## src/rtl/pir_alarm_qualifier.sv

```systemverilog
// PIR alarm qualifier: per-zone threshold/debounce qualification feeding an
// arm/alarm state machine. All outputs are registered.
module pir_alarm_qualifier #(
  parameter int THRESH         = 20,
  parameter int CONFIRM_CYCLES = 3,
  parameter int ARM_DELAY      = 8
) (
  input  logic       clk,
  input  logic       rst_n,
  input  logic       turn,
  input  logic       stop_alarm,
  input  logic [6:0] pir_sensor_1,
  input  logic [6:0] pir_sensor_2,
  input  logic [6:0] pir_sensor_3,
  output logic       armed,
  output logic       alarm,
  output logic [2:0] zone_mask,
  output logic       motion_event,
  output logic [7:0] event_count
);

  localparam logic [6:0] THRESH_C  = 7'(THRESH);
  localparam logic [3:0] CONFIRM_C = 4'(CONFIRM_CYCLES);
  localparam logic [7:0] DELAY_C   = 8'(ARM_DELAY);

  typedef enum logic [1:0] {
    ST_DISARMED = 2'd0,
    ST_ARMING   = 2'd1,
    ST_ARMED    = 2'd2,
    ST_ALARM    = 2'd3
  } state_t;

  state_t          r_state;
  state_t          w_state_nxt;
  logic [7:0]      r_arm_cnt;
  logic [7:0]      w_arm_cnt_nxt;
  logic [7:0]      w_arm_inc;
  logic [2:0][3:0] r_zone_cnt;
  logic [2:0][3:0] w_zone_cnt_nxt;
  logic [2:0][3:0] w_zone_inc;
  logic [2:0][6:0] w_sample;
  logic [2:0]      w_hit;
  logic [2:0]      w_qual;
  logic            w_zone_run;
  logic            w_zone_keep;

  logic            r_armed;
  logic            r_alarm;
  logic [2:0]      r_zone_mask;
  logic            r_motion_event;
  logic [7:0]      r_event_count;
  logic            w_armed_nxt;
  logic            w_alarm_nxt;
  logic [2:0]      w_zone_mask_nxt;
  logic            w_motion_nxt;
  logic [7:0]      w_event_count_nxt;

  assign w_sample    = {pir_sensor_3, pir_sensor_2, pir_sensor_1};
  assign w_arm_inc   = r_arm_cnt + 8'd1;
  assign w_zone_run  = (r_state == ST_ARMED) || (r_state == ST_ALARM);
  assign w_zone_keep = w_zone_run &&
                       ((w_state_nxt == ST_ARMED) || (w_state_nxt == ST_ALARM));

  // Qualification only fires on the edge a counter first reaches CONFIRM.
  always_comb begin
    w_hit      = 3'b000;
    w_qual     = 3'b000;
    w_zone_inc = '0;
    for (int n = 0; n < 3; n++) begin
      w_hit[n] = (w_sample[n] >= THRESH_C);
      if (r_zone_cnt[n] == CONFIRM_C) begin
        w_zone_inc[n] = r_zone_cnt[n];
      end else begin
        w_zone_inc[n] = r_zone_cnt[n] + 4'd1;
      end
      w_qual[n] = w_zone_run && w_hit[n] &&
                  (r_zone_cnt[n] != CONFIRM_C) && (w_zone_inc[n] == CONFIRM_C);
    end
  end

  always_comb begin
    w_zone_cnt_nxt = '0;
    for (int n = 0; n < 3; n++) begin
      if (w_zone_keep && w_hit[n]) begin
        w_zone_cnt_nxt[n] = w_zone_inc[n];
      end else begin
        w_zone_cnt_nxt[n] = 4'd0;
      end
    end
  end

  always_comb begin
    w_state_nxt = r_state;
    if (!turn) begin
      w_state_nxt = ST_DISARMED;
    end else begin
      case (r_state)
        ST_DISARMED: w_state_nxt = ST_ARMING;
        ST_ARMING: begin
          if (w_arm_inc == DELAY_C) begin
            w_state_nxt = ST_ARMED;
          end else begin
            w_state_nxt = ST_ARMING;
          end
        end
        ST_ARMED: begin
          if (|w_qual) begin
            w_state_nxt = ST_ALARM;
          end else begin
            w_state_nxt = ST_ARMED;
          end
        end
        ST_ALARM: begin
          if (stop_alarm) begin
            w_state_nxt = ST_ARMING;
          end else begin
            w_state_nxt = ST_ALARM;
          end
        end
        default: w_state_nxt = ST_DISARMED;
      endcase
    end
  end

  // Exit-delay counter restarts from 0 on every entry into ARMING.
  always_comb begin
    w_arm_cnt_nxt = 8'd0;
    if ((r_state == ST_ARMING) && (w_state_nxt == ST_ARMING)) begin
      w_arm_cnt_nxt = w_arm_inc;
    end else begin
      w_arm_cnt_nxt = 8'd0;
    end
  end

  always_ff @(posedge clk) begin
    if (!rst_n) begin
      r_state    <= ST_DISARMED;
      r_arm_cnt  <= 8'd0;
      r_zone_cnt <= '0;
    end else begin
      r_state    <= w_state_nxt;
      r_arm_cnt  <= w_arm_cnt_nxt;
      r_zone_cnt <= w_zone_cnt_nxt;
    end
  end

  always_comb begin
    w_armed_nxt       = (w_state_nxt == ST_ARMED) || (w_state_nxt == ST_ALARM);
    w_alarm_nxt       = (w_state_nxt == ST_ALARM);
    w_motion_nxt      = (r_state == ST_ARMED) && (w_state_nxt == ST_ALARM);
    w_zone_mask_nxt   = 3'b000;
    w_event_count_nxt = r_event_count;
    if (w_motion_nxt) begin
      w_zone_mask_nxt = w_qual;
    end else if ((r_state == ST_ALARM) && (w_state_nxt == ST_ALARM)) begin
      w_zone_mask_nxt = r_zone_mask | w_qual;
    end else begin
      w_zone_mask_nxt = 3'b000;
    end
    if (w_motion_nxt && (r_event_count != 8'd255)) begin
      w_event_count_nxt = r_event_count + 8'd1;
    end else begin
      w_event_count_nxt = r_event_count;
    end
  end

  always_ff @(posedge clk) begin
    if (!rst_n) begin
      r_armed        <= 1'b0;
      r_alarm        <= 1'b0;
      r_zone_mask    <= 3'b000;
      r_motion_event <= 1'b0;
      r_event_count  <= 8'd0;
    end else begin
      r_armed        <= w_armed_nxt;
      r_alarm        <= w_alarm_nxt;
      r_zone_mask    <= w_zone_mask_nxt;
      r_motion_event <= w_motion_nxt;
      r_event_count  <= w_event_count_nxt;
    end
  end

  assign armed        = r_armed;
  assign alarm        = r_alarm;
  assign zone_mask    = r_zone_mask;
  assign motion_event = r_motion_event;
  assign event_count  = r_event_count;

endmodule

```

## config.mk

```make
export PLATFORM = sky130hd
export DESIGN_NAME = pir_alarm_qualifier
export DESIGN_NICKNAME = d
export VERILOG_FILES = /design/src/rtl/pir_alarm_qualifier.sv
export SDC_FILE = /design/constraint.sdc
export NUM_CORES = 1
export LEC_CHECK = 0
export ABC_AREA = 1
export BUFFER_PORTS_ARGS = -buffer_cell sky130_fd_sc_hd__buf_2
export CORE_MARGIN = 10
export CORE_UTILIZATION = 45
export CTS_BUF_LIST = sky130_fd_sc_hd__clkbuf_4 sky130_fd_sc_hd__clkbuf_8 sky130_fd_sc_hd__clkbuf_16
export CTS_CLUSTER_SIZE = 12
export DETAILED_ROUTE_END_ITERATION = 10
export GPL_ROUTABILITY_DRIVEN = 0
export HOLD_SLACK_MARGIN = 0.02
export PLACE_DENSITY = 0.71
export SYNTH_ARGS = -nofsm -noshare
export SYNTH_HDL_FRONTEND = slang
export SYNTH_SLANG_ARGS = --single-unit
```

## constraint.sdc

```tcl
create_clock -name clk -period 1.9 [get_ports clk]
set_input_delay 0.095 -clock clk [delete_from_list [all_inputs] [get_ports clk]]
set_output_delay 0.095 -clock clk [all_outputs]
set_load 0.02 [all_outputs]
```

* Word level (Yosys, flattened, before mapping) *
Index checks and enable logic that the tools add are counted.
Widths: inputs -> output; s select.

word-level totals
  input bits = 25
  logic and storage cells = 71
  register bits = 36
  output and inout bits = 14

operators by class
  equal/unequal tests = 17
  add/subtract/negate cells = 5
  reductions and logical operators = 25
  bitwise operators = 1
  mux-type cells = 10
  magnitude comparators = 3

operators by type and width
  operator             count
  $eq 4x2->1 const B   6
  $ge 7x5->1 const B   3
  $logic_and 1x1->1    17
  $add 8x1->8 const B  2
  $add 4x1->4 const B  3
  $mux 4               3
  $ne 4x2->1 const B   3
  $eq 2x2->1 const B   4
  $eq 8x4->1 const B   1
  $ne 8x8->1 const B   1
  $pmux 2 s4           1
  $reduce_and 2->1     4
  $mux 2               3
  $mux 3               2
  $eq 2x1->1 const B   2
  $or 3x3->3           1
  $reduce_or 3->1      1
  $logic_not 2->1      1
  $logic_or 1x1->1     2
  $mux 1               1

* Logic depth before layout (Yosys ltp) *
Gate-level depths: netlist (run 1).

  word-level depth = 14
  mapped depth = 14
  gate-level depth less buffers = 14

* Worst setup path before layout (run 1) *
No wires, ideal clock.

  path type = reg-to-reg
  start point = register r_arm_cnt[0]
  end point = register r_event_count[0], in the netlist event_count[0]
  arrival = 1.620 ns
  cell stages (with the launch flop) = 15
  data required time = 1.788 ns
  path slack = 0.168 ns
  buffers on the path = 0
  setup time = 0.112 ns
  period minus slack after synthesis = 1.732 ns
  cell sequence = dfxtp_1 > ha_1 > nand3_1 > nand2_1 > nand2_1 > nor2_1 > nand2_1 > nor2_1 > nand2_2 > nand2_1 > nor2_4 > nand3_2 > inv_1 > nor2_1 > nor2_1

between the ends
  longest elaborated chain between the ends = 8

RTL lines
  element                 line  RTL
  start, declared         35    logic [7:0] r_arm_cnt;
  start signal, assigned  142   r_arm_cnt <= w_arm_cnt_nxt;
  $add 8x1->8             59    assign w_arm_inc = r_arm_cnt + 8'd1;
  $eq 8x4->1              100   if (w_arm_inc == DELAY_C) begin
  $mux 2                  100
  $pmux 2 s4              97    case (r_state)
  $mux 2                  94    if (!turn) begin
  $eq 2x2->1              150   w_motion_nxt = (r_state == ST_ARMED) && (w_state_nxt == ST_ALARM);
  $logic_and 1x1->1       150
  $logic_and 1x1->1       160   if (w_motion_nxt && (r_event_count != 8'd255)) begin
  end signal, assigned    179   r_event_count <= w_event_count_nxt;
  end, declared           51    logic [7:0] r_event_count;

Every way passes these cells.
A chain may end at the register's enable or synchronous reset.

* Worst setup path after layout (run 1) *
  start point = register r_arm_cnt[0]
  end point = register r_zone_cnt[0] in the netlist's numbering

between the ends
  longest elaborated chain between the ends = 10
  elaborated cells on any way between the ends = 11
  those cells by class = add/sub: 1; eq/ne: 3; mux: 3; reduce/logical: 4

RTL lines
  element                       line  RTL
  $add 8x1->8 *                 59
  $eq 8x4->1 *                  100
  $mux 2 *                      100
  $pmux 2 s4 *                  97
  $mux 2 *                      94
  $eq 2x2->1                    62    ((w_state_nxt == ST_ARMED) || (w_state_nxt == ST_ALARM));
  $logic_or 1x1->1 *            62
  $logic_and 1x1->1 *           61    assign w_zone_keep = w_zone_run &&
  $logic_and 1x1->1 *           84    if (w_zone_keep && w_hit[n]) begin
  $reduce_and 2->1 (no line) *  n/a
  end signal, assigned          143   r_zone_cnt <= w_zone_cnt_nxt;
  end, declared                 38    logic [2:0][3:0] r_zone_cnt;

Every way passes the cells marked *; elsewhere a longest branch is shown, timed or not.

==> flow_summary.html, run 1 <==
<table>
<tr><th>Metric</th><th>Value</th></tr>
<tr><th colspan="2">Outcome</th></tr>
<tr><td>Status</td><td>completed</td></tr>
<tr><th colspan="2">Timing</th></tr>
<tr><td>Transition time of the tightest slew-check pin</td><td>0.387 ns</td></tr>
<tr><td>Total count of hold-check failures in the final report</td><td>0</td></tr>
<tr><td>Final worst-path cycle share</td><td>93.4%</td></tr>
<tr><td>Number of setup violations in the final report</td><td>0</td></tr>
<tr><td>Setup TNS</td><td>0 ns</td></tr>
<tr><td>Final setup skew</td><td>0.00870 ns</td></tr>
<tr><td>Tightest slew margin relative to the limit</td><td>73.9%</td></tr>
<tr><td>Maximum operating frequency</td><td>0.563 GHz</td></tr>
<tr><td>Final max-slew violation count</td><td>0</td></tr>
<tr><td>Min Tclk post-route</td><td>1.77 ns</td></tr>
<tr><td>RSZ-0062 raised after global routing</td><td>true</td></tr>
<tr><th colspan="2">Drt</th></tr>
<tr><td>Routed Antenna Nets</td><td>0</td></tr>
<tr><td>Routed length per placed instance</td><td>11.2 um</td></tr>
<tr><td>Via total after detailed routing</td><td>1,748</td></tr>
<tr><td>DRC errors left</td><td>0</td></tr>
<tr><td>Ratio of routed vias to standard cells</td><td>4.87</td></tr>
<tr><td>Total Wirelength</td><td>4010 um</td></tr>
<tr><td>Pre-antenna DRT Iters</td><td>5</td></tr>
<tr><td>Number of violations reported at the end of detailed-routing iteration 0</td><td>64</td></tr>
<tr><th colspan="2">Cells and area</th></tr>
<tr><td>Final cell utilization of the core</td><td>61.3%</td></tr>
<tr><td>Multi-input logic area</td><td>1040 sq um</td></tr>
<tr><td>Count of non-filler cells in the finished layout</td><td>359</td></tr>
<tr><td>Commonest non-fill, non-tap cell in the layout</td><td>sky130_fd_sc_hd__nand2_1</td></tr>
<tr><td>Proportion of layout cells with a drive suffix above 1</td><td>26.7%</td></tr>
<tr><td># nets final</td><td>340</td></tr>
<tr><td>Non-Filler Cell Area, Final</td><td>2310 sq um</td></tr>
<tr><td>Commonest cells after routing, fill and taps aside</td><td>60 x sky130_fd_sc_hd__nand2_1, 36 x sky130_fd_sc_hd__nor2_1, 33 x sky130_fd_sc_hd__inv_1</td></tr>
<tr><td>Number of inserted diodes</td><td>0</td></tr>
<tr><td>Fill cells</td><td>353</td></tr>
<tr><td>Area added between synthesis and finish</td><td>27.6%</td></tr>
<tr><td>Sequential cell area</td><td>729 sq um</td></tr>
<tr><th colspan="2">Die</th></tr>
<tr><td>Number of cell rows</td><td>22</td></tr>
<tr><td>Vertical die dimension</td><td>83.4 um</td></tr>
<tr><td>Total die area</td><td>6960 sq um</td></tr>
<tr><td>Core box area</td><td>3770 sq um</td></tr>
<tr><td>Boundary pin count</td><td>39</td></tr>
<tr><td>Starting density of the core</td><td>48.0%</td></tr>
<tr><td>Die boundary width</td><td>83.4 um</td></tr>
<tr><th colspan="2">Worst setup path</th></tr>
<tr><td>Startpoint of the most critical setup path</td><td>r_arm_cnt[0]$_SDFF_PN0_</td></tr>
<tr><td>Reg2Reg Launch Point</td><td>r_arm_cnt[0]$_SDFF_PN0_</td></tr>
<tr><td>Worst Setup End Kind</td><td>flip-flop</td></tr>
<tr><td>Critical Path Start Type</td><td>flip-flop</td></tr>
<tr><td>Worst EP required</td><td>2.13 ns</td></tr>
<tr><td>Count of cells along the worst register-to-register path</td><td>12</td></tr>
<tr><td>Worst-path fanout max</td><td>4</td></tr>
<tr><td>CP arrival</td><td>2.00 ns</td></tr>
<tr><td>Type of the worst setup path</td><td>reg2reg</td></tr>
<tr><th colspan="2">Hold path</th></tr>
<tr><td>Worst hold start</td><td>rst_n</td></tr>
<tr><td>Cells on Worst Hold Path</td><td>3</td></tr>
<tr><td>Worst hold path type</td><td>in2reg</td></tr>
<tr><th colspan="2">Pwr</th></tr>
<tr><td>Int Power</td><td>1.07 mW</td></tr>
<tr><td>Power density over the cells</td><td>592 nW/um^2</td></tr>
<tr><td>Switching Power</td><td>298 uW</td></tr>
<tr><td>Combinational fraction of design power</td><td>3.7%</td></tr>
<tr><td>Power consumption</td><td>1.37 mW</td></tr>
<tr><td>Static power due to leakage</td><td>1.01 nW</td></tr>
<tr><td>Switching share of power</td><td>21.8%</td></tr>
<tr><td>Maximum vdd ir drop</td><td>451 uV</td></tr>
<tr><td>Share of total power in the clock network</td><td>40.9%</td></tr>
<tr><td>Relative contribution of sequential cells to total power</td><td>55.4%</td></tr>
<tr><th colspan="2">Global routing</th></tr>
<tr><td>Global-route wire length before repair</td><td>6910 um</td></tr>
<tr><td>Vias in the first global route</td><td>1,642</td></tr>
<tr><td>Pin count of the biggest net entering global routing</td><td>12</td></tr>
<tr><td>All-layer global routing usage</td><td>11.4%</td></tr>
<tr><td>Total gr overflow</td><td>0</td></tr>
<tr><td>Initial antenna violation count</td><td>0</td></tr>
<tr><th colspan="2">Logic synthesis</th></tr>
<tr><td>Post-synthesis net count</td><td>290</td></tr>
<tr><td>Register bit total from synthesis</td><td>36</td></tr>
<tr><td>Syn avg cell area</td><td>6.96 sq um</td></tr>
<tr><td>Post-Synthesis Cells</td><td>260</td></tr>
<tr><td>Sequential-to-total area share from yosys stat</td><td>39.8%</td></tr>
<tr><td>Number of distinct library cell variants in the gate-level netlist after synthesis</td><td>23</td></tr>
<tr><td>Number of warnings issued by yosys</td><td>0</td></tr>
<tr><td>Cell area after synthesis</td><td>1810 sq um</td></tr>
<tr><th colspan="2">CTS</th></tr>
<tr><td>CTS tree</td><td>built</td></tr>
<tr><td>Clock transition at the registers of the reported paths</td><td>0.07 ns</td></tr>
<tr><td>Clock Root Buffer</td><td>sky130_fd_sc_hd__clkbuf_8</td></tr>
<tr><td>Number of levels the H-tree was split into</td><td>2</td></tr>
<tr><td>CTS Buf Count</td><td>5</td></tr>
<tr><td>Clock latency at the later pin of the worst-skew pair</td><td>0.29 ns</td></tr>
<tr><td>CTS Buffer Depth</td><td>2</td></tr>
<tr><td>Total number of clock tree sinks</td><td>36</td></tr>
<tr><th colspan="2">Placement</th></tr>
<tr><td>Port-buffer cells</td><td>32</td></tr>
<tr><td>Instance count after placement with tap cells included</td><td>347</td></tr>
<tr><td>Dpl hpwl</td><td>3010 um</td></tr>
<tr><td>Placement Cell Area</td><td>2090 sq um</td></tr>
<tr><th colspan="2">Job</th></tr>
<tr><td>Max-capacitance violation count</td><td>0</td></tr>
</table>
registers in the layout, indices dropped and copies added (netlist names):
signal,flops
alarm,1
armed,1
event_count,8
motion_event,1
r_arm_cnt,8
r_state,2
r_zone_cnt,12
zone_mask,3
what timing repair did:
action	in CTS	in global routing
setup buffers	0	4
resized for setup	0	32
hold buffers	0	0
pin swaps	0	12
endpoints found under the setup margin	1	33
cell type report:
class	instances	share of cell area, %
Tap cell	48	2.60
Clock inverter	2	0.433
Inverter	34	5.52
Sequential cell	36	31.6
Multi-Input combinational cell	189	45.0
Timing Repair Buffer	44	11.3
Clock buffer	6	3.57
kinds of logic (layout without fill, tap and decap cells):
kind of cell	count (synthesis)	after routing	synth area share, %
AO/OA/AOI/OAI	27	27	8.57
XOR/XNOR	12	12	5.81
adder cells (fa/ha/maj)	5	5	3.46
buffers and inverters	35	86	7.26
flip-flops	36	36	39.8
AND/OR/NAND/NOR	145	145	35.1
critical path, cell delays in order, from the launching register on:
cell,delay (ns)
sky130_fd_sc_hd__dfxtp_2,0.36
sky130_fd_sc_hd__ha_4,0.16
sky130_fd_sc_hd__nand3_2,0.09
sky130_fd_sc_hd__nand2_1,0.09
sky130_fd_sc_hd__nand2_1,0.05
sky130_fd_sc_hd__nor2_1,0.08
sky130_fd_sc_hd__nand2_1,0.06
sky130_fd_sc_hd__nor2_2,0.11
sky130_fd_sc_hd__nand2_2,0.09
sky130_fd_sc_hd__a211oi_4,0.30
sky130_fd_sc_hd__buf_6,0.16
sky130_fd_sc_hd__nand2_2,0.07
sky130_fd_sc_hd__nor2_1,0.09
cell usage after synthesis, drive strengths merged:
cell type   n  area share, %
a211oi      2            1.5
a21oi      16            4.4
clkbuf      1           0.21
clkinv      1           0.21
dfxtp      36             40
ha          5            3.5
inv        33            6.8
nand2      65             14
nand3      14            4.4
nand3b      3            1.2
nand4      13            4.5
nor2       46             10
nor3        4            1.1
o21ai       8            2.2
o21bai      1           0.41
xnor2       4            1.9
xor2        8            3.9
path summary, 6_finish.rpt:
kind | to | slack, ns
worst max register to register | r_zone_cnt[0]$_SDFF_PN0_ | 0.13
worst max-delay path | r_zone_cnt[0]$_SDFF_PN0_ | 0.13
worst min register to register | event_count[3]$_SDFFE_PN0P_ | 0.50
worst min-delay path | event_count[0]$_SDFFE_PN0P_ | 0.1
stage by stage:
stage	hold WS, ns	setup WS (ns)
final	0.0953	0.125
after global routing	0.0898	-0.0434
after CTS	0.0867	-0.000929
after detailed placement	0.397	0.0162
after global placement	0.395	0.0330
after floorplan	0.222	0.168
power groups by stage:
stage	combinational (mW)	sequential, mW	clock [mW]
after floorplan	0.0207	0.775	0
final	0.0510	0.758	0.558
after global routing	0.0580	0.757	0.614
after global placement	0.0479	0.774	0
after detailed placement	0.0487	0.774	0
after CTS	0.0488	0.757	0.573
per-layer routing:
layer,vias to the layer above,track usage (%),wire (um)
met3,2,4.88,218
met1,783,12.9,1760
met2,30,19.1,2000
li1,933,-,-
met5,-,0,0
met4,0,2.87,18
Power figures use the tool's default switching activity.
==> inputs of run 2 (changes only) <==
CORE_ASPECT_RATIO = 0.6   (was unset)
==> run 2 against run 1 <==
Effect of this change: clock-buffer cell count down 1; critical path depth unchanged; sequential share of layout area up 0.36 points; total power down 1.8%; flip-flop and latch count unchanged; first-iteration DRC count up 23%; combinational power up 1%; die area up 1.2%; sequential power about the same; worst setup slack worse by 0.097 ns; clock skew down 0.0041 ns; non-clock buffer count down 3; largest cell class unchanged; largest power group unchanged.
==> flow_summary.html, run 2 (synthesis results as in run 1) <==
<table>
<tr><th>Metric</th><th>Value</th></tr>
<tr><th colspan="2">Drt</th></tr>
<tr><td>Via total after detailed routing</td><td>1,708</td></tr>
<tr><td>Total Wirelength</td><td>4090 um</td></tr>
<tr><td>Routed Antenna Nets</td><td>0</td></tr>
<tr><td>Number of violations reported at the end of detailed-routing iteration 0</td><td>79</td></tr>
<tr><td>Ratio of routed vias to standard cells</td><td>4.81</td></tr>
<tr><td>Pre-antenna DRT Iters</td><td>4</td></tr>
<tr><td>DRC errors left</td><td>0</td></tr>
<tr><td>Routed length per placed instance</td><td>11.5 um</td></tr>
<tr><th colspan="2">Global routing</th></tr>
<tr><td>Global-route track usage on met2</td><td>16.7%</td></tr>
<tr><td>Met1 track demand over resource in global routing</td><td>15.1%</td></tr>
<tr><td>Vias in the first global route</td><td>1,613</td></tr>
<tr><td>Pin count of the biggest net entering global routing</td><td>13</td></tr>
<tr><td>Total gr overflow</td><td>0</td></tr>
<tr><td>Layer carrying the most global-route usage</td><td>met2</td></tr>
<tr><td>Initial antenna violation count</td><td>0</td></tr>
<tr><td>Global-route wire length before repair</td><td>6890 um</td></tr>
<tr><td>Met3 track utilization from global routing</td><td>5.06%</td></tr>
<tr><td>All-layer global routing usage</td><td>11.6%</td></tr>
<tr><th colspan="2">Pwr</th></tr>
<tr><td>Maximum vdd ir drop</td><td>519 uV</td></tr>
<tr><td>Combinational fraction of design power</td><td>3.8%</td></tr>
<tr><td>Power density over the cells</td><td>589 nW/um^2</td></tr>
<tr><td>Share of total power in the clock network</td><td>39.7%</td></tr>
<tr><td>Switching share of power</td><td>22.8%</td></tr>
<tr><td>Static power due to leakage</td><td>0.975 nW</td></tr>
<tr><td>Power consumption</td><td>1.34 mW</td></tr>
<tr><td>Switching Power</td><td>306 uW</td></tr>
<tr><td>Int Power</td><td>1.04 mW</td></tr>
<tr><td>Relative contribution of sequential cells to total power</td><td>56.4%</td></tr>
<tr><th colspan="2">CTS</th></tr>
<tr><td>CTS tree</td><td>built</td></tr>
<tr><td>Total number of clock tree sinks</td><td>36</td></tr>
<tr><td>Clock latency at the later pin of the worst-skew pair</td><td>0.29 ns</td></tr>
<tr><td>Clock transition at the registers of the reported paths</td><td>0.07 ns</td></tr>
<tr><td>CTS Buffer Depth</td><td>2</td></tr>
<tr><td>Number of levels the H-tree was split into</td><td>2</td></tr>
<tr><td>CTS Buf Count</td><td>5</td></tr>
<tr><td>Count of hold-fix buffers inserted at cts</td><td>0</td></tr>
<tr><td>Clock Root Buffer</td><td>sky130_fd_sc_hd__clkbuf_8</td></tr>
<tr><th colspan="2">Cells and area</th></tr>
<tr><td># nets final</td><td>337</td></tr>
<tr><td>Final cell utilization of the core</td><td>60.5%</td></tr>
<tr><td>Commonest non-fill, non-tap cell in the layout</td><td>sky130_fd_sc_hd__nand2_1</td></tr>
<tr><td>Number of flip-flops under the largest register name</td><td>12</td></tr>
<tr><td>Fill cells</td><td>343</td></tr>
<tr><td>Area added between synthesis and finish</td><td>25.8%</td></tr>
<tr><td>Number of inserted diodes</td><td>0</td></tr>
<tr><td>Proportion of layout cells with a drive suffix above 1</td><td>24.7%</td></tr>
<tr><td>Count of non-filler cells in the finished layout</td><td>355</td></tr>
<tr><td>Biggest register</td><td>r_zone_cnt</td></tr>
<tr><td>Commonest cells after routing, fill and taps aside</td><td>58 x sky130_fd_sc_hd__nand2_1, 40 x sky130_fd_sc_hd__nor2_1, 33 x sky130_fd_sc_hd__inv_1</td></tr>
<tr><th colspan="2">Placement</th></tr>
<tr><td>Worst slack after detailed placement</td><td>0.0129 ns</td></tr>
<tr><td>Port-buffer cells</td><td>32</td></tr>
<tr><td>Dpl hpwl</td><td>3120 um</td></tr>
<tr><td>Instance count after placement with tap cells included</td><td>345</td></tr>
<tr><th colspan="2">Timing</th></tr>
<tr><td>Final max-slew violation count</td><td>0</td></tr>
<tr><td>Min Tclk post-route</td><td>1.87 ns</td></tr>
<tr><td>Transition time of the tightest slew-check pin</td><td>0.433 ns</td></tr>
<tr><td>Tightest slew margin relative to the limit</td><td>70.8%</td></tr>
<tr><td>Number of setup violations in the final report</td><td>0</td></tr>
<tr><td>RSZ-0062 raised after global routing</td><td>true</td></tr>
<tr><td>Final setup skew</td><td>0.00459 ns</td></tr>
<tr><td>Maximum operating frequency</td><td>0.534 GHz</td></tr>
<tr><td>Total count of hold-check failures in the final report</td><td>0</td></tr>
<tr><td>Worst Slack Setup Final</td><td>0.0284 ns</td></tr>
<tr><td>Final worst-path cycle share</td><td>98.5%</td></tr>
<tr><th colspan="2">Die</th></tr>
<tr><td>Starting density of the core</td><td>48.1%</td></tr>
<tr><td>Die boundary width</td><td>102 um</td></tr>
<tr><td>Vertical die dimension</td><td>69.1 um</td></tr>
<tr><td>Core box area</td><td>3760 sq um</td></tr>
<tr><td>Boundary pin count</td><td>39</td></tr>
<tr><td>Total die area</td><td>7040 sq um</td></tr>
<tr><td>Number of cell rows</td><td>17</td></tr>
<tr><th colspan="2">Outcome</th></tr>
<tr><td>Status</td><td>completed</td></tr>
<tr><th colspan="2">Worst setup path</th></tr>
<tr><td>Cell with the largest stage delay on the worst path</td><td>sky130_fd_sc_hd__dfxtp_1</td></tr>
<tr><td>CP dominant cell by count</td><td>sky130_fd_sc_hd__nand2_1</td></tr>
<tr><td>Worst-path fanout max</td><td>4</td></tr>
<tr><td>Critical Path Start Type</td><td>flip-flop</td></tr>
<tr><td>Worst Setup End Kind</td><td>flip-flop</td></tr>
<tr><td>Largest stage delay on the critical path</td><td>0.36 ns</td></tr>
<tr><td>Worst EP required</td><td>2.11 ns</td></tr>
<tr><td>CP arrival</td><td>2.08 ns</td></tr>
<tr><td>Critical path, cell by cell</td><td>ha_1, inv_1, nand2_1, nand2_1, nor3_1, nand3_1, nand2_1, nor2_1, nor2_4, buf_4, nand4_1, a21oi_1</td></tr>
<tr><td>Type of the worst setup path</td><td>reg2reg</td></tr>
<tr><th colspan="2">Hold path</th></tr>
<tr><td>Worst hold path type</td><td>in2reg</td></tr>
<tr><th colspan="2">Job</th></tr>
<tr><td>Max-capacitance violation count</td><td>0</td></tr>
</table>
-- run 2: cell count changes in the layout (fill, tap and decap cells not counted), sizes merged --
cell	change
buf	-3
clkbuf	-1
clkinv	+1
-- run 2: final timing paths --
check	start	to	slack (ns)	depth (start not counted)
worst max-delay path	r_zone_cnt[1]$_SDFF_PN0_	event_count[5]$_SDFFE_PN0P_	0.03	12
worst min-delay path	rst_n	event_count[6]$_SDFFE_PN0P_	0.09	3
worst min register to register	r_arm_cnt[7]$_SDFF_PN0_	r_arm_cnt[7]$_SDFF_PN0_	0.49	2
worst max register to register	r_zone_cnt[1]$_SDFF_PN0_	event_count[5]$_SDFFE_PN0P_	0.03	12
-- run 2: layout make-up --
cell class                 instances  area, sq um  area share (%)
clock buffer                       5         68.8            3.02
sequential                        36          727            31.9
tap                               47         58.8            2.58
inverter                          34          128            5.60
timing repair buffer              41          231            10.2
clock inverter                     3         18.8           0.824
multi-input combinational        189         1040            45.9
-- run 2: per-stage QoR --
step           cell area, sq um  setup TNS, ns  hold slack (ns)
4_1_cts                    2170       -0.00482           0.0849
3_3_place_gp               2080              0            0.396
3_5_place_dp               2080              0            0.399
2_1_floorplan              1810              0            0.222
6_report                   2280              0           0.0911
5_1_grt                    2280          -2.17           0.0957
-- run 2: worst max-delay path: cells and delay by family, from the launching register on --
kind / cells / cell delay [ns]
fa+ha+maj: 1 / 0.22
compound gates: 1 / 0.15
flops: 1 / 0.36
buf+inv: 2 / 0.20
simple gates: 8 / 0.86
-- run 2: repair_timing --
| item | CTS | global route |
|---|---|---|
| setup buffers | 0 | 2 |
| gates resized for setup | 0 | 26 |
| setup endpoints to repair | 1 | 33 |
| pin swaps | 0 | 18 |
-- run 2: routing by layer --
layer / vias to the layer above / wire [um]
li1: 928 / -
met1: 745 / 2060
met2: 30 / 1680
met3: 5 / 323
met4: 0 / 27
met5: - / 0
-- run 2: power by group through the flow --
stage | combinational, mW | clock (mW) | sequential [mW]
2_1_floorplan | 0.0207 | 0 | 0.775
3_3_place_gp | 0.0480 | 0 | 0.774
3_5_place_dp | 0.0486 | 0 | 0.774
4_1_cts | 0.0489 | 0.552 | 0.757
5_1_grt | 0.0582 | 0.575 | 0.757
6_report | 0.0517 | 0.533 | 0.757
==> inputs of run 3 (changes only) <==
ABC_AREA = 0   (was 1)
==> run 3 against run 2 <==
Effect of this change: maximum frequency is 6.5% lower; critical path type unchanged; clock power is 6.0% higher; worst setup slack got worse by 0.13 ns; sequential share of layout area shrank 0.75 points; die area decreased by 5.6%; synthesized cell count shrank 27%; first-iteration DRC count down 62%; routed wire length increased by 0.98%; the run now ends with setup timing left; non-clock buffer count is 18 higher; critical path depth is 5 lower.
==> flow_summary.html, run 3 <==
<table>
<tr><th>Metric</th><th>Value</th></tr>
<tr><th colspan="2">Worst setup path</th></tr>
<tr><td>Count of cells along the worst register-to-register path</td><td>7</td></tr>
<tr><td>Largest stage delay on the critical path</td><td>0.55 ns</td></tr>
<tr><td>Startpoint of the most critical setup path</td><td>r_zone_cnt[0]$_SDFF_PN0_</td></tr>
<tr><td>Worst EP required</td><td>2.11 ns</td></tr>
<tr><td>Critical path, cell by cell</td><td>ha_4, nor2b_4, or4_4, a311oi_4, buf_2, a21oi_1, nor3b_1</td></tr>
<tr><td>Worst-path fanout max</td><td>4</td></tr>
<tr><td>Worst Setup End Kind</td><td>flip-flop</td></tr>
<tr><td>Critical Path Start Type</td><td>flip-flop</td></tr>
<tr><td>Termination of the worst setup path</td><td>event_count[2]$_SDFFE_PN0P_</td></tr>
<tr><td>Reg-to-reg endpoint</td><td>event_count[2]$_SDFFE_PN0P_</td></tr>
<tr><td>CP arrival</td><td>2.21 ns</td></tr>
<tr><td>Type of the worst setup path</td><td>reg2reg</td></tr>
<tr><td>Cell with the largest stage delay on the worst path</td><td>sky130_fd_sc_hd__or4_4</td></tr>
<tr><td>Reg2Reg Launch Point</td><td>r_zone_cnt[0]$_SDFF_PN0_</td></tr>
<tr><td>Worst-case register-to-register setup slack</td><td>-0.10 ns</td></tr>
<tr><th colspan="2">Logic synthesis</th></tr>
<tr><td>Sequential-to-total area share from yosys stat</td><td>43.0%</td></tr>
<tr><td>Fraction of post-synthesis cell area in the top cell type by area</td><td>43.0%</td></tr>
<tr><td>Post-Synth Simple-Gate Area</td><td>28.7%</td></tr>
<tr><td>Fraction of the mapped netlist area in adder cells</td><td>3.73%</td></tr>
<tr><td>Mux cell area share after synthesis</td><td>5.37%</td></tr>
<tr><td>Dominant synthesized flop cell</td><td>sky130_fd_sc_hd__dfxtp_1</td></tr>
<tr><td>Largest cells by area after synthesis</td><td>sky130_fd_sc_hd__dfxtp_1 43%, sky130_fd_sc_hd__mux2i_1 5.4%, sky130_fd_sc_hd__nand2_1 5.4%</td></tr>
<tr><td>Most frequent cell after synthesis</td><td>sky130_fd_sc_hd__dfxtp_1</td></tr>
<tr><td>Syn avg cell area</td><td>8.82 sq um</td></tr>
<tr><td>Number of flops mapped to enable cells by yosys</td><td>0</td></tr>
<tr><td>Combinational family with the most area after synthesis</td><td>simple AND/OR/NAND/NOR gates</td></tr>
<tr><td>List of most frequent post-synthesis cells</td><td>36 x sky130_fd_sc_hd__dfxtp_1, 24 x sky130_fd_sc_hd__nand2_1, 16 x sky130_fd_sc_hd__nor2_1</td></tr>
<tr><td>Post-synthesis net count</td><td>220</td></tr>
<tr><td>Async set-or-reset flop fraction in the synthesized netlist</td><td>0%</td></tr>
<tr><td>Post-Synthesis Cells</td><td>190</td></tr>
<tr><td>Library cell occupying the most area in the post-synthesis netlist</td><td>sky130_fd_sc_hd__dfxtp_1</td></tr>
<tr><td>Fraction of the mapped netlist area in compound gates</td><td>10.4%</td></tr>
<tr><td>Area share of xor/xnor cells in the synthesized design</td><td>6.79%</td></tr>
<tr><td>Register bit total from synthesis</td><td>36</td></tr>
<tr><td>Number of warnings issued by yosys</td><td>0</td></tr>
<tr><td>Cell area after synthesis</td><td>1680 sq um</td></tr>
<tr><td>Number of distinct library cell variants in the gate-level netlist after synthesis</td><td>31</td></tr>
<tr><th colspan="2">Global routing</th></tr>
<tr><td>Global-route wire length before repair</td><td>6420 um</td></tr>
<tr><td>All-layer global routing usage</td><td>11.8%</td></tr>
<tr><td>Initial antenna violation count</td><td>0</td></tr>
<tr><td>Total gr overflow</td><td>0</td></tr>
<tr><td>Vias in the first global route</td><td>1,462</td></tr>
<tr><td>Pin count of the biggest net entering global routing</td><td>19</td></tr>
<tr><th colspan="2">Timing</th></tr>
<tr><td>Final setup skew</td><td>0.00141 ns</td></tr>
<tr><td>Min Tclk post-route</td><td>2.00 ns</td></tr>
<tr><td>Maximum operating frequency</td><td>0.499 GHz</td></tr>
<tr><td>Total count of hold-check failures in the final report</td><td>0</td></tr>
<tr><td>RSZ-0062 raised after global routing</td><td>true</td></tr>
<tr><td>Transition time of the tightest slew-check pin</td><td>0.430 ns</td></tr>
<tr><td>Final worst-path cycle share</td><td>105%</td></tr>
<tr><td>Number of setup violations in the final report</td><td>11</td></tr>
<tr><td>Tightest slew margin relative to the limit</td><td>71.1%</td></tr>
<tr><td>Worst Slack Setup Final</td><td>-0.102 ns</td></tr>
<tr><td>Final max-slew violation count</td><td>0</td></tr>
<tr><td>Setup TNS</td><td>-0.638 ns</td></tr>
<tr><th colspan="2">Drt</th></tr>
<tr><td>Via total after detailed routing</td><td>1,560</td></tr>
<tr><td>DRC errors left</td><td>0</td></tr>
<tr><td>Pre-antenna DRT Iters</td><td>4</td></tr>
<tr><td>Total Wirelength</td><td>4130 um</td></tr>
<tr><td>Number of violations reported at the end of detailed-routing iteration 0</td><td>30</td></tr>
<tr><td>Ratio of routed vias to standard cells</td><td>5.17</td></tr>
<tr><td>Routed Antenna Nets</td><td>0</td></tr>
<tr><td>Routed length per placed instance</td><td>13.7 um</td></tr>
<tr><th colspan="2">Outcome</th></tr>
<tr><td>Failing checks</td><td>setup timing</td></tr>
<tr><td>Status</td><td>finished, violations left</td></tr>
<tr><th colspan="2">CTS</th></tr>
<tr><td>Clock latency at the later pin of the worst-skew pair</td><td>0.29 ns</td></tr>
<tr><td>CTS tree</td><td>built</td></tr>
<tr><td>CTS Buf Count</td><td>5</td></tr>
<tr><td>Number of levels the H-tree was split into</td><td>2</td></tr>
<tr><td>Clock transition at the registers of the reported paths</td><td>0.07 ns</td></tr>
<tr><td>CTS Buffer Depth</td><td>2</td></tr>
<tr><td>Clock Root Buffer</td><td>sky130_fd_sc_hd__clkbuf_8</td></tr>
<tr><td>Total number of clock tree sinks</td><td>36</td></tr>
<tr><th colspan="2">Die</th></tr>
<tr><td>Total die area</td><td>6650 sq um</td></tr>
<tr><td>Die boundary width</td><td>98.8 um</td></tr>
<tr><td>Core box area</td><td>3640 sq um</td></tr>
<tr><td>Boundary pin count</td><td>39</td></tr>
<tr><td>Number of cell rows</td><td>17</td></tr>
<tr><td>Vertical die dimension</td><td>67.3 um</td></tr>
<tr><td>Starting density of the core</td><td>46.1%</td></tr>
<tr><th colspan="2">Pwr</th></tr>
<tr><td>Maximum vdd ir drop</td><td>347 uV</td></tr>
<tr><td>Power consumption</td><td>1.37 mW</td></tr>
<tr><td>Power density over the cells</td><td>585 nW/um^2</td></tr>
<tr><td>Static power due to leakage</td><td>1.00 nW</td></tr>
<tr><th colspan="2">Cells and area</th></tr>
<tr><td>Multi-input logic area</td><td>1070 sq um</td></tr>
<tr><td># nets final</td><td>284</td></tr>
<tr><td>Commonest cells after routing, fill and taps aside</td><td>33 x sky130_fd_sc_hd__buf_2, 29 x sky130_fd_sc_hd__dfxtp_1, 25 x sky130_fd_sc_hd__buf_4</td></tr>
<tr><td>Number of flip-flops under the largest register name</td><td>12</td></tr>
<tr><td>Commonest non-fill, non-tap cell in the layout</td><td>sky130_fd_sc_hd__buf_2</td></tr>
<tr><td>Sequential cell area</td><td>729 sq um</td></tr>
<tr><td>Area added between synthesis and finish</td><td>39.6%</td></tr>
<tr><td>Final cell utilization of the core</td><td>64.3%</td></tr>
<tr><td>Number of inserted diodes</td><td>0</td></tr>
<tr><td>Fill cells</td><td>294</td></tr>
<tr><td>Proportion of layout cells with a drive suffix above 1</td><td>40.0%</td></tr>
<tr><td>Biggest register</td><td>r_zone_cnt</td></tr>
<tr><th colspan="2">Hold path</th></tr>
<tr><td>Worst hold path type</td><td>in2reg</td></tr>
<tr><th colspan="2">Placement</th></tr>
<tr><td>Worst slack after detailed placement</td><td>-0.174 ns</td></tr>
<tr><td>Port-buffer cells</td><td>32</td></tr>
<tr><td>Dpl hpwl</td><td>2760 um</td></tr>
<tr><th colspan="2">Job</th></tr>
<tr><td>Max-capacitance violation count</td><td>0</td></tr>
</table>
run 3: kinds of logic (layout without fill, tap and decap cells):
group                      Yosys count  in the layout
adders and majority gates            5              5
AOI/OAI and AO/OA                   23             24
buffers and inverters                9             73
DFF                                 36             36
and+or+nand+nor                     95             95
xor gates and xnor gates            13             13
muxes                                9              9
run 3: how the worst min path moves through the flow:
stage | startpoint | to | slack [ns] | depth (start not counted)
floorplan | stop_alarm | zone_mask[0]$_SDFF_PN0_ | 0.31 | 3
global placement | stop_alarm | zone_mask[2]$_SDFF_PN0_ | 0.45 | 4
detailed placement | stop_alarm | zone_mask[0]$_SDFF_PN0_ | 0.45 | 4
CTS | stop_alarm | zone_mask[0]$_SDFF_PN0_ | 0.14 | 4
global route | stop_alarm | zone_mask[0]$_SDFF_PN0_ | 0.18 | 4
finish | stop_alarm | zone_mask[0]$_SDFF_PN0_ | 0.16 | 4
run 3: what timing repair did:
action / in CTS / in global routing
setup buffers: 2 / 3
hold buffers: 0 / 0
pin swaps: 5 / 10
cloned: 1 / 1
gates resized for setup: 5 / 29
setup endpoints to repair: 13 / 34
hold endpoints to repair: 0 / 0
run 3: routing by layer:
layer / vias to the layer above / GRT usage (%) / part of all wire [%]
met5: - / 0 / 0
met4: 0 / 5.87 / 1.7
met3: 7 / 4.58 / 5.5
met2: 37 / 17.3 / 42
met1: 726 / 14.9 / 51
li1: 790 / - / -
run 3: worst max-delay path, delay by kind of cell, from the launching register on:
kind                     cells  cell delay (ns)
AO/OA/AOI/OAI                2             0.39
adder cells (fa/ha/maj)      1             0.15
buffers and inverters        1             0.21
flip-flops                   1             0.34
AND/OR/NAND/NOR              3             0.84
run 3: metrics by stage:
stage / std cells / hold WS (ns) / area, sq um
CTS: 298 / 0.139 / 2190
global placement: 287 / 0.448 / 2060
global route: 302 / 0.185 / 2340
finish: 302 / 0.158 / 2340
floorplan: 190 / 0.309 / 1700
detailed placement: 287 / 0.446 / 2060
run 3: layout make-up:
cell class,count,area share [%]
multi-input cells,146,45.8
flip-flops and latches,36,31.2
repair buffers,59,15.6
clock buffers,6,3.53
well taps,47,2.51
inverters,6,0.963
clock inverters,2,0.428
run 3: report_power, final:
part	total [mW]	switching (mW)	internal, mW
combinational	0.0457	0.0221	0.0236
clock	0.565	0.276	0.289
sequential	0.758	0.00205	0.756
